==> config.mk <==
export PLATFORM = sky130hd
export DESIGN_NAME = spi_target_flat
export DESIGN_NICKNAME = d
export VERILOG_FILES = /design/src/rtl/spi_target_pkg.sv /design/src/rtl/spi_target_if.sv /design/src/rtl/spi_target_sync.sv /design/src/rtl/spi_target.sv /design/src/flat_wrapper.sv
export SDC_FILE = /design/constraint.sdc
export NUM_CORES = 1
export LEC_CHECK = 0
export CAP_MARGIN = 20
export CORE_ASPECT_RATIO = 0.6
export CORE_UTILIZATION = 50
export DETAILED_ROUTE_END_ITERATION = 7
export PLACE_DENSITY = 0.68
export SLEW_MARGIN = 20
export SYNTH_ARGS = -nofsm -noshare
export SYNTH_HDL_FRONTEND = slang
export SYNTH_SLANG_ARGS = --single-unit
==> constraint.sdc <==
create_clock -name clk_52 -period 2.55 [get_ports clk_52]
set_input_delay 0.6375 -clock clk_52 [delete_from_list [all_inputs] [get_ports clk_52]]
set_output_delay 0.6375 -clock clk_52 [all_outputs]
set_load 0.02 [all_outputs]
==> src/rtl/spi_target_pkg.sv <==
// Shared constants and types for the spi_target SPI mode-0 register target.
// Holds the register map, command byte field positions and FSM state encoding.
package spi_target_pkg;

    localparam logic [2:0] ADDR_ID       = 3'h0;
    localparam logic [2:0] ADDR_CTRL     = 3'h1;
    localparam logic [2:0] ADDR_INT_EN   = 3'h2;
    localparam logic [2:0] ADDR_INT_STAT = 3'h3;
    localparam logic [2:0] ADDR_SCRATCH0 = 3'h4;
    localparam logic [2:0] ADDR_SCRATCH1 = 3'h5;
    localparam logic [2:0] ADDR_SCRATCH2 = 3'h6;
    localparam logic [2:0] ADDR_SCRATCH3 = 3'h7;

    localparam int CMD_RW_BIT   = 7;
    localparam int CMD_ADDR_MSB = 2;

    typedef enum logic [1:0] {
        IDLE = 2'd0,
        CMD  = 2'd1,
        DATA = 2'd2
    } state_t;

endpackage

==> src/rtl/spi_target_if.sv <==
// SPI pin bundle between the master (top) and the spi_target device.
// The master drives SS/SCLK/MOSI; the target drives MISO and INT.
interface spi_target_if;
    logic SS;
    logic SCLK;
    logic MOSI;
    logic MISO;
    logic INT;

    modport master (output SS, output SCLK, output MOSI, input MISO, input INT);
    modport slave  (input SS, input SCLK, input MOSI, output MISO, output INT);
endinterface

==> src/rtl/spi_target_sync.sv <==
// Multi-stage synchronizer for an asynchronous pin, with one extra flop
// providing single-cycle rise/fall pulses in the clk domain.
module spi_target_sync #(
    parameter int   STAGES = 2,
    parameter logic INIT   = 1'b0
) (
    input  logic clk,
    input  logic rst_n,
    input  logic d,
    output logic q,
    output logic rise,
    output logic fall
);
    logic [STAGES-1:0] chain_r;
    logic              prev_r;

    // Synchronizer chain plus edge-detect history flop.
    always_ff @(posedge clk or negedge rst_n) begin
        if (!rst_n) begin
            chain_r <= {STAGES{INIT}};
            prev_r  <= INIT;
        end else begin
            chain_r <= {chain_r[STAGES-2:0], d};
            prev_r  <= chain_r[STAGES-1];
        end
    end

    assign q    = chain_r[STAGES-1];
    assign rise = chain_r[STAGES-1] & ~prev_r;
    assign fall = ~chain_r[STAGES-1] & prev_r;
endmodule

==> src/rtl/spi_target.sv <==
// SPI mode-0 target: oversampled pins, command/data FSM, 8-entry register file
// and a level interrupt built from edge-latched local sources.
module spi_target
    import spi_target_pkg::*;
#(
    parameter logic [7:0] ID_VALUE    = 8'hA5,
    parameter int         SYNC_STAGES = 2
) (
    input  logic        clk_52,
    input  logic        RESET_N,
    spi_target_if.slave spi,
    input  logic [3:0]  irq_src,
    output logic [7:0]  ctrl
);
    logic       ss_lvl_s, ss_rise_s, ss_fall_s;
    logic       sclk_lvl_s, sclk_rise_s, sclk_fall_s;
    logic       mosi_lvl_s, mosi_rise_s, mosi_fall_s;
    logic [3:0] irq_lvl_s, irq_rise_s, irq_fall_s;
    logic       sync_unused_s;

    state_t     state_r, state_nxt_s;
    logic [2:0] bit_cnt_r;
    logic [2:0] addr_r;
    logic       byte_done_r;
    logic       rd_r;
    logic [7:0] rx_r;
    logic [7:0] rx_byte_s;
    logic [7:0] tx_r;
    logic [7:0] rd_data_s;
    logic       miso_r;
    logic       int_r;
    logic [7:0] ctrl_r;
    logic [3:0] int_en_r, int_en_nxt_s;
    logic [3:0] int_stat_r, int_stat_nxt_s;
    logic [7:0] scratch_r [4];
    logic       active_s;
    logic       last_bit_s;
    logic       wr_en_s;

    spi_target_sync #(.STAGES(SYNC_STAGES), .INIT(1'b1)) u_sync_ss (
        .clk(clk_52), .rst_n(RESET_N), .d(spi.SS),
        .q(ss_lvl_s), .rise(ss_rise_s), .fall(ss_fall_s)
    );
    spi_target_sync #(.STAGES(SYNC_STAGES), .INIT(1'b0)) u_sync_sclk (
        .clk(clk_52), .rst_n(RESET_N), .d(spi.SCLK),
        .q(sclk_lvl_s), .rise(sclk_rise_s), .fall(sclk_fall_s)
    );
    spi_target_sync #(.STAGES(SYNC_STAGES), .INIT(1'b0)) u_sync_mosi (
        .clk(clk_52), .rst_n(RESET_N), .d(spi.MOSI),
        .q(mosi_lvl_s), .rise(mosi_rise_s), .fall(mosi_fall_s)
    );

    for (genvar g = 0; g < 4; g++) begin : g_irq_sync
        spi_target_sync #(.STAGES(SYNC_STAGES), .INIT(1'b0)) u_sync_irq (
            .clk(clk_52), .rst_n(RESET_N), .d(irq_src[g]),
            .q(irq_lvl_s[g]), .rise(irq_rise_s[g]), .fall(irq_fall_s[g])
        );
    end

    assign sync_unused_s = ^{ss_rise_s, ss_fall_s, sclk_lvl_s, mosi_rise_s,
                             mosi_fall_s, irq_lvl_s, irq_fall_s};

    // SS high aborts whatever is in flight, including a partial byte.
    assign active_s   = (state_r != IDLE) && !ss_lvl_s;
    assign last_bit_s = sclk_rise_s && (bit_cnt_r == 3'd7);
    assign rx_byte_s  = {rx_r[6:0], mosi_lvl_s};
    assign wr_en_s    = active_s && (state_r == DATA) && !rd_r && last_bit_s;

    // FSM state register.
    always_ff @(posedge clk_52 or negedge RESET_N) begin
        if (!RESET_N) begin
            state_r <= IDLE;
        end else begin
            state_r <= state_nxt_s;
        end
    end

    // FSM next-state: command byte first, then data bytes until SS rises.
    always_comb begin
        state_nxt_s = state_r;
        case (state_r)
            IDLE: begin
                if (!ss_lvl_s) state_nxt_s = CMD;
                else           state_nxt_s = IDLE;
            end
            CMD: begin
                if (ss_lvl_s)        state_nxt_s = IDLE;
                else if (last_bit_s) state_nxt_s = DATA;
                else                 state_nxt_s = CMD;
            end
            DATA: begin
                if (ss_lvl_s) state_nxt_s = IDLE;
                else          state_nxt_s = DATA;
            end
            default: state_nxt_s = IDLE;
        endcase
    end

    // Receive shifter, bit counter, command decode and address auto-increment.
    always_ff @(posedge clk_52 or negedge RESET_N) begin
        if (!RESET_N) begin
            bit_cnt_r   <= 3'd0;
            byte_done_r <= 1'b0;
            rx_r        <= 8'h00;
            addr_r      <= 3'd0;
            rd_r        <= 1'b0;
        end else if (!active_s) begin
            bit_cnt_r   <= 3'd0;
            byte_done_r <= 1'b0;
        end else if (sclk_rise_s) begin
            rx_r        <= rx_byte_s;
            bit_cnt_r   <= bit_cnt_r + 3'd1;
            byte_done_r <= (bit_cnt_r == 3'd7);
            if (bit_cnt_r == 3'd7) begin
                if (state_r == CMD) begin
                    rd_r   <= rx_byte_s[CMD_RW_BIT];
                    addr_r <= rx_byte_s[CMD_ADDR_MSB:0];
                end else begin
                    addr_r <= addr_r + 3'd1;
                end
            end
        end else if (sclk_fall_s) begin
            byte_done_r <= 1'b0;
        end
    end

    // Transmit shifter: reload on the first fall after a byte boundary, else shift.
    always_ff @(posedge clk_52 or negedge RESET_N) begin
        if (!RESET_N) begin
            tx_r   <= 8'h00;
            miso_r <= 1'b0;
        end else begin
            if (!active_s) begin
                tx_r <= 8'h00;
            end else if (sclk_fall_s && (state_r == DATA) && rd_r) begin
                tx_r <= byte_done_r ? rd_data_s : {tx_r[6:0], 1'b0};
            end
            miso_r <= (active_s && (state_r == DATA) && rd_r) ? tx_r[7] : 1'b0;
        end
    end

    // Register read mux.
    always_comb begin
        rd_data_s = 8'h00;
        case (addr_r)
            ADDR_ID:       rd_data_s = ID_VALUE;
            ADDR_CTRL:     rd_data_s = ctrl_r;
            ADDR_INT_EN:   rd_data_s = {4'h0, int_en_r};
            ADDR_INT_STAT: rd_data_s = {4'h0, int_stat_r};
            default:       rd_data_s = scratch_r[addr_r[1:0]];
        endcase
    end

    // Interrupt next-state; a source edge outranks a same-cycle W1C.
    always_comb begin
        int_en_nxt_s   = int_en_r;
        int_stat_nxt_s = int_stat_r | irq_rise_s;
        if (wr_en_s && (addr_r == ADDR_INT_EN)) begin
            int_en_nxt_s = rx_byte_s[3:0];
        end else begin
            int_en_nxt_s = int_en_r;
        end
        if (wr_en_s && (addr_r == ADDR_INT_STAT)) begin
            int_stat_nxt_s = (int_stat_r & ~rx_byte_s[3:0]) | irq_rise_s;
        end else begin
            int_stat_nxt_s = int_stat_r | irq_rise_s;
        end
    end

    // Register file and registered interrupt output.
    always_ff @(posedge clk_52 or negedge RESET_N) begin
        if (!RESET_N) begin
            ctrl_r     <= 8'h00;
            int_en_r   <= 4'h0;
            int_stat_r <= 4'h0;
            int_r      <= 1'b0;
            for (int i = 0; i < 4; i++) scratch_r[i] <= 8'h00;
        end else begin
            int_en_r   <= int_en_nxt_s;
            int_stat_r <= int_stat_nxt_s;
            int_r      <= |(int_stat_nxt_s & int_en_nxt_s);
            if (wr_en_s) begin
                case (addr_r)
                    ADDR_CTRL:     ctrl_r <= rx_byte_s;
                    ADDR_SCRATCH0,
                    ADDR_SCRATCH1,
                    ADDR_SCRATCH2,
                    ADDR_SCRATCH3: scratch_r[addr_r[1:0]] <= rx_byte_s;
                    default:       ;
                endcase
            end
        end
    end

    assign spi.MISO = miso_r;
    assign spi.INT  = int_r;
    assign ctrl     = ctrl_r;
endmodule

==> src/flat_wrapper.sv <==
// flat-port wrapper written by rule: the top's interface ports become plain ports
module spi_target_flat import spi_target_pkg::*;
#(
    parameter logic [7:0] ID_VALUE    = 8'hA5,
    parameter int         SYNC_STAGES = 2
)
  (clk_52, RESET_N, irq_src, ctrl, spi_SS, spi_SCLK, spi_MOSI, spi_MISO, spi_INT);
  spi_target_if spi_i ();
  input  logic clk_52;
  input  logic RESET_N;
  input  logic [3:0] irq_src;
  output logic [7:0] ctrl;
  input wire logic [$bits(spi_i.SS)-1:0] spi_SS;
  input wire logic [$bits(spi_i.SCLK)-1:0] spi_SCLK;
  input wire logic [$bits(spi_i.MOSI)-1:0] spi_MOSI;
  output wire logic [$bits(spi_i.MISO)-1:0] spi_MISO;
  output wire logic [$bits(spi_i.INT)-1:0] spi_INT;
  assign spi_i.SS = spi_SS;
  assign spi_i.SCLK = spi_SCLK;
  assign spi_i.MOSI = spi_MOSI;
  assign spi_MISO = spi_i.MISO;
  assign spi_INT = spi_i.INT;
  spi_target #(.ID_VALUE(ID_VALUE), .SYNC_STAGES(SYNC_STAGES)) u_core (.clk_52(clk_52), .RESET_N(RESET_N), .spi(spi_i), .irq_src(irq_src), .ctrl(ctrl));
endmodule
Word level (Yosys, flattened, before mapping)
Index checks and enable logic that the tools add are counted.

cells by class
  $add $sub $neg = 2
  multipliers = 0
  divide/modulo/power cells = 0
  magnitude comparators = 2
  equality and inequality tests = 13
  shift-type cells = 0
  mux-type cells = 24
  bitwise operators = 18
  reductions and logical operators = 23

operator list
  operator                                        number
  2-to-1 mux 8 bit                                6
  bitwise mux 32 bit                              1
  case mux 8 bit (4 select lines)                 1
  binary-select mux 8 bit (select 2 bit)          1
  demux 8 bit (select 2 bit)                      1
  == test 3 bit (second input constant)           5
  logical AND 1 bit                               11
  2-to-1 mux 3 bit                                3
  bitwise AND 4 bit                               2
  2-to-1 mux 4 bit                                2
  OR 4 bit                                        2
  OR reduction 4 bit                              2
  adder 3 x 1 -> 3 bit (second input constant)    2
  bitwise AND 1 bit                               6
  == test 3 x 2 -> 1 bit (second input constant)  2
  2-to-1 mux 2 bit                                3
  inverter 1 bit                                  6
  case mux 2 bit (3 select lines)                 1
  AND reduction 2 bit                             3
  2-to-1 mux 1 bit                                5
  inverter 4 bit                                  1
  AND reduction 4 bit                             1
  == test 3 x 1 -> 1 bit (second input constant)  1
  >= comparator 3 bit (second input constant)     1
  other kinds (12)                                13

word-level totals
  flip-flop bits (word level) = 94
  bits in latches = 0
  bits in writable memories = 0
  memory bits (read-only) = 0
  bits of input ports = 9
  output and inout port bits = 10
  word-level logic and storage cells = 110
  memories kept = 0

Depth between registers and ports, before layout
  depth after elaboration = 9
  depth in mapped cells = 8
  gate-level depth less buffers = 6

Cells and area by module
From an unflattened synthesis, not the netlist that was laid out.

second synthesis, totals
  cells, all modules = 305
  area total of the unflattened synthesis = 4,181.5 sq um

by module, submodules not included
  module                                                  times used  cells an instance  area an instance (sq um)  sequential area each (sq um)
  spi_target                                              1           270                3,547.2                   1,876.8
  spi_target_sync at u_core.g_irq_sync[0].u_sync_irq ...  6           5                  90.1                      75.1
  spi_target_sync at u_core.u_sync_ss                     1           5                  93.8                      78.8

Least setup slack after synthesis
No wires, ideal clock.

  kind = flip-flop to flip-flop
  start point = register u_core.addr_r[0]
  end point = register u_core.scratch_r[0] in the netlist's numbering
  library setup time = 0.125 ns
  data arrival time = 2.072 ns
  required time = 2.425 ns
  setup slack = 0.353 ns
  cell stages (with the launch flop) = 8
  buffers on the path = 1
  period minus slack after synthesis = 2.197 ns
  path through = dfrtp_1 buf_2 inv_1 ha_1 or3_1 a21o_1 nand3_4 mux2_2

between the ends
  longest elaborated chain between the ends = 6
  elaborated cells on any way between the ends = 13
  those cells by class = 2 x order compare; 4 x eq/ne; 3 x mux; 1 x bitwise; 3 x reduce/logical

ends and longest elaborated chain
  item                                                                                                     RTL line           text
  start: declaration                                                                                       spi_target.sv:23   logic [2:0] addr_r;
  start signal: assignment                                                                                 spi_target.sv:117  addr_r <= rx_byte_s[CMD_ADDR_MSB:0];
  start signal: assignment                                                                                 spi_target.sv:119  addr_r <= addr_r + 3'd1;
  inverter 2 -> 3 bit (not written as such)                                                                spi_target.sv:188  ADDR_SCRATCH3: scratch_r[addr_r[1:0]] <= rx_byte_s;
  >= comparator 3 bit (not written as such) / less-than comparator 3 x 1 -> 1 bit (equally long branches)  spi_target.sv:188
  logical AND 1 bit (not written as such)                                                                  spi_target.sv:188
  2-to-1 mux 8 bit (not written as such)                                                                   spi_target.sv:188
  demux 8 bit (select 2 bit)                                                                               spi_target.sv:188
  bitwise mux 32 bit                                                                                       spi_target.sv:188
  end signal: indexed assignment                                                                           spi_target.sv:188
  end: declaration                                                                                         spi_target.sv:35   logic [7:0] scratch_r [4];

Parallel ways exist; a longest one is shown, timed or not.
A chain may end at the register's enable or synchronous reset.

Final worst setup path
  start point = register u_core.addr_r[1]
  end point = register u_core.tx_r[0]

between the ends
  longest elaborated chain between the ends = 8
  elaborated cells on any way between the ends = 12
  those cells by class = 3 x eq/ne; 7 x mux; 1 x bitwise; 1 x reduce/logical

ends and longest elaborated chain
  item                                                 RTL line           text
  inverter 2 -> 3 bit (not written as such)            spi_target.sv:150  default: rd_data_s = scratch_r[addr_r[1:0]];
  binary-select mux 8 bit (select 2 bit)               spi_target.sv:150
  2-to-1 mux 8 bit (not written as such) (2 in a row)  spi_target.sv:150
  case mux 8 bit (4 select lines) *                    spi_target.sv:145  case (addr_r)
  2-to-1 mux 8 bit *                                   spi_target.sv:136  tx_r <= byte_done_r ? rd_data_s : {tx_r[6:0], 1'b0};
  2-to-1 mux 8 bit *                                   spi_target.sv:135  end else if (sclk_fall_s && (state_r == DATA) && rd_r) begin
  2-to-1 mux 8 bit *                                   spi_target.sv:133  if (!active_s) begin
  end signal: assignment                               spi_target.sv:136
  end: declaration                                     spi_target.sv:28   logic [7:0] tx_r;

Every way passes the cells marked *; elsewhere a longest branch is shown, timed or not. The select of a mux whose other input is x is not followed.

==> metrics.yaml <==
final_layout:
  share_of_final_layout_standard_cells_stronger_than_drive_strength_1_pct: 29.69
  insertedDiodeCount: 0
  layout.core_utilization_pct: 59.89
  layout.cells.non_filler: 428
  post-route-cell-area_um2: 4758
  multi_input_comb_area_um2: 1682
  most-common-layout-cells: "sky130_fd_sc_hd__dfrtp_1 (92), sky130_fd_sc_hd__mux2_2 (49), sky130_fd_sc_hd__clkdlybuf4s50_1 (17), sky130_fd_sc_hd__nand2_1 (11), sky130_fd_sc_hd__inv_1 (10)"
  num-nets-final: 334
  most_common_cell_after_layout_fill_and_taps_aside: "sky130_fd_sc_hd__dfrtp_1"
  synth_to_layout_area_growth_pct: 14.89
  layout.area.seq_um2: 2355
  num-fill-cells: 624
timing:
  relSlewSlack_pct: 58.80
  finalSetupTns_ns: 0
  achievable-frequency_mhz: 425.2
  maxSlewViolCount: 0
  worst_slew_pin_slew_ns: 0.6180
  final.min_clock_period_ns: 2.352
  finalClockSkew_ns: 0.005501
  finalWorstSetupSlack_ns: 0.1980
  finalSetupViolCount: 0
  grt_setup_unrepaired: "false"
  final_hold_viol_count: 0
  final.period_utilization_pct: 92.24
cts:
  post_cts_resized: 0
  cts_sinks: 94
  cts_h_tree_lvls: 3
  cts_root_buf: "sky130_fd_sc_hd__clkbuf_16"
  numCtsBuffers: 9
  postCtsSetupRepairBufs: 0
  max-clock-path-buffers: 2
  hold_buffers: 0
  tritoncts: "built"
  path_clk_slew_ns: 0.06
  clkLatencyLatePin_ns: 0.34
logic_synthesis:
  async_set_or_reset_flop_fraction_in_the_synthesized_netlist_pct: 100.0
  syn_nets: 310
  synth_seq_area_share_pct: 56.86
  synth_cell_type_count: 52
  dominant_combinational_cell_family_by_area_after_synthesis: "multiplexers"
  synth_mux_area_share_pct: 17.92
  synth-simple-area-share_pct: 8.429
  synthesis.instances: 293
  dominantRegCellSynth: "sky130_fd_sc_hd__dfrtp_1"
  synth_enable_flop_cells: 0
  synth_seq_cells: 94
  post_synthesis_compound_gate_area_fraction_pct: 11.42
  postSynthAreaPerCell_um2: 14.13
  netlist_area_um2: 4141
  synth-adder-area-share_pct: 2.417
  synthXorXnorAreaFrac_pct: 0.4230
  yosys_warnings: 0
place:
  place_congestion: 0.9140
  hpwl_mm: 5.896
  post_dp_cell_area_um2: 4447
  io_buffers: 18
  place_inst: 414
  dp_worst_setup_slack_ns: 0.2280
run:
  timing.max_cap.violations: 0
detailed_routing:
  first_iter_violations: 198
  route.detailed.wl_per_inst_um: 20.16
  wirelength_mm: 8.630
  drt-vias-per-instance: 5.921
  drtAntennaViolNets: 0
  route.vias.total: 2534
  post-route-drc-count: 0
  firstDrtPassIters: 5
global_route:
  grt_antenna_before_repair: 0
  grt_pass1_wl_mm: 14.32
  globalRoute.totalOverflow: 0
  grt_pass1_vias: 2537
  grt_use_total_pct: 22.71
  pin_count_of_the_biggest_net_entering_global_routing: 43
power_and_ir_drop:
  vdd.ir_drop.worst_mv: 0.3470
  power_density_nw_per_um2: 659.1
  leakage_nw: 2.196
floorplanning:
  die_height_um: 72.50
  floorplan.core_area_um2: 7945
  die_area_um2: 8663
  placement_rows: 25
  num_io_pins: 19
  start_util_pct: 52.13
  fp.dieW_um: 119.5
min_path:
  hp-class: "input port to asynchronous set/reset pin"
worst_setup_path:
  worst_setup_path_end_kind: "flop"
  criticalPathCategory: "flop to flop"
  path_max_fanout: 8
  critPathRequiredTime_ns: 2.83
  arrival_ns: 2.63
  start_kind: "flop"
  r2r.worst_path.cells: 6
  rrSetupSlack_ns: 0.20
outcome:
  status: "finished, final reports clean"
## registers in the layout, summed over array words and instances, names as in the netlist, 3 cells and up
signal                                flops
u_core.int_en_r                           4
u_core.addr_r                             3
u_core.g_irq_sync.u_sync_irq.prev_r       4
u_core.g_irq_sync.u_sync_irq.chain_r      8
u_core.rx_r                               7
u_core.int_stat_r                         4
u_core.tx_r                               8
u_core.ctrl                               8
u_core.scratch_r                         32
u_core.bit_cnt_r                          3
## report_power, final
part / total (mW) / internal, mW / switching, mW
Sequential: 1.63 / 1.54 / 0.0874
Combinational: 0.101 / 0.0497 / 0.0512
Clock: 1.41 / 0.872 / 0.537
Total: 3.14 / 2.46 / 0.676
## path summary, 6_finish.rpt
path,startpoint,to
max,u_core.addr_r[1]$_DFFE_PN0P_,u_core.tx_r[0]$_DFFE_PN0P_
min,RESET_N,u_core.bit_cnt_r[2]$_DFFE_PN0P_
max reg2reg,u_core.addr_r[1]$_DFFE_PN0P_,u_core.tx_r[0]$_DFFE_PN0P_
min reg2reg,u_core.g_irq_sync[0].u_sync_irq.chain_r[0]$_DFF_PN0_,u_core.g_irq_sync[0].u_sync_irq.chain_r[1]$_DFF_PN0_
max in group asynchronous,RESET_N,u_core.scratch_r[10]$_DFFE_PN0P_
min in group clk_52,u_core.g_irq_sync[0].u_sync_irq.chain_r[0]$_DFF_PN0_,u_core.g_irq_sync[0].u_sync_irq.chain_r[1]$_DFF_PN0_
## kinds of logic (layout without fill, tap and decap cells)
family,count (synthesis),after routing
xor gates and xnor gates,2,2
AOI/OAI and AO/OA,56,56
DFF,94,94
muxes,58,58
adders and majority gates,8,8
buffers and inverters,23,50
and+or+nand+nor,52,52
## cells in the mapped netlist, drive strengths merged (2+ instances only)
cell type	number	share of area [%]
nand3	2	0.54
a2bb2oi	3	0.63
or3	3	0.45
inv	10	0.91
nor2b	5	0.76
o31ai	3	0.66
nor2	10	1.3
o21ai	9	1.1
a221oi	7	1.5
a21o	3	0.54
a22o	2	0.42
a41oi	3	0.63
ha	8	2.4
clkbuf	7	0.63
or2b	2	0.36
nand4	5	0.76
o2bb2ai	6	1.3
mux4	8	4.4
dfstp	2	1.3
a21oi	5	0.60
nand2	12	1.1
buf	6	1.0
a22oi	2	0.36
mux2	49	13
o211ai	4	1.7
dfrtp	92	56
xnor2	2	0.42
nand2b	2	0.30
a221o	3	0.73
or2	3	0.45
## area by class of cell
cell class	instances	share of cell area, %
repair buffers	26	4.996
clock buffers	10	5.022
clock inverters	4	1.525
inverters	10	0.7889
flip-flops and latches	94	49.49
well taps	108	2.840
multi-input cells	176	35.34
## critical path: stages (launching register included)
cell and delay, ns:
sky130_fd_sc_hd__dfrtp_1 0.52, sky130_fd_sc_hd__inv_1 0.13, sky130_fd_sc_hd__ha_1 0.28, sky130_fd_sc_hd__or3_1 0.40
sky130_fd_sc_hd__a21oi_1 0.53, sky130_fd_sc_hd__a221o_1 0.26, sky130_fd_sc_hd__a32o_1 0.16
## routing by layer
| layer | routed length, um | global-route usage (%) | part of all wire (%) |
|---|---|---|---|
| met1 | 4226 | 33.68 | 49 |
| met2 | 3650 | 30.51 | 42 |
| met3 | 623 | 8.333 | 7.2 |
| met4 | 129 | 7.639 | 1.5 |
| met5 | 0 | 0 | 0 |
## through the flow
stage / power, mW / hold WS, ns
after floorplan: 1.672 / 0.3312
after global placement: 1.753 / 0.3338
after detailed placement: 1.757 / 0.3347
after CTS: 3.170 / 0.2868
after global routing: 3.252 / 0.2996
final: 3.136 / 0.2750
(Power assumes the default switching activity.)
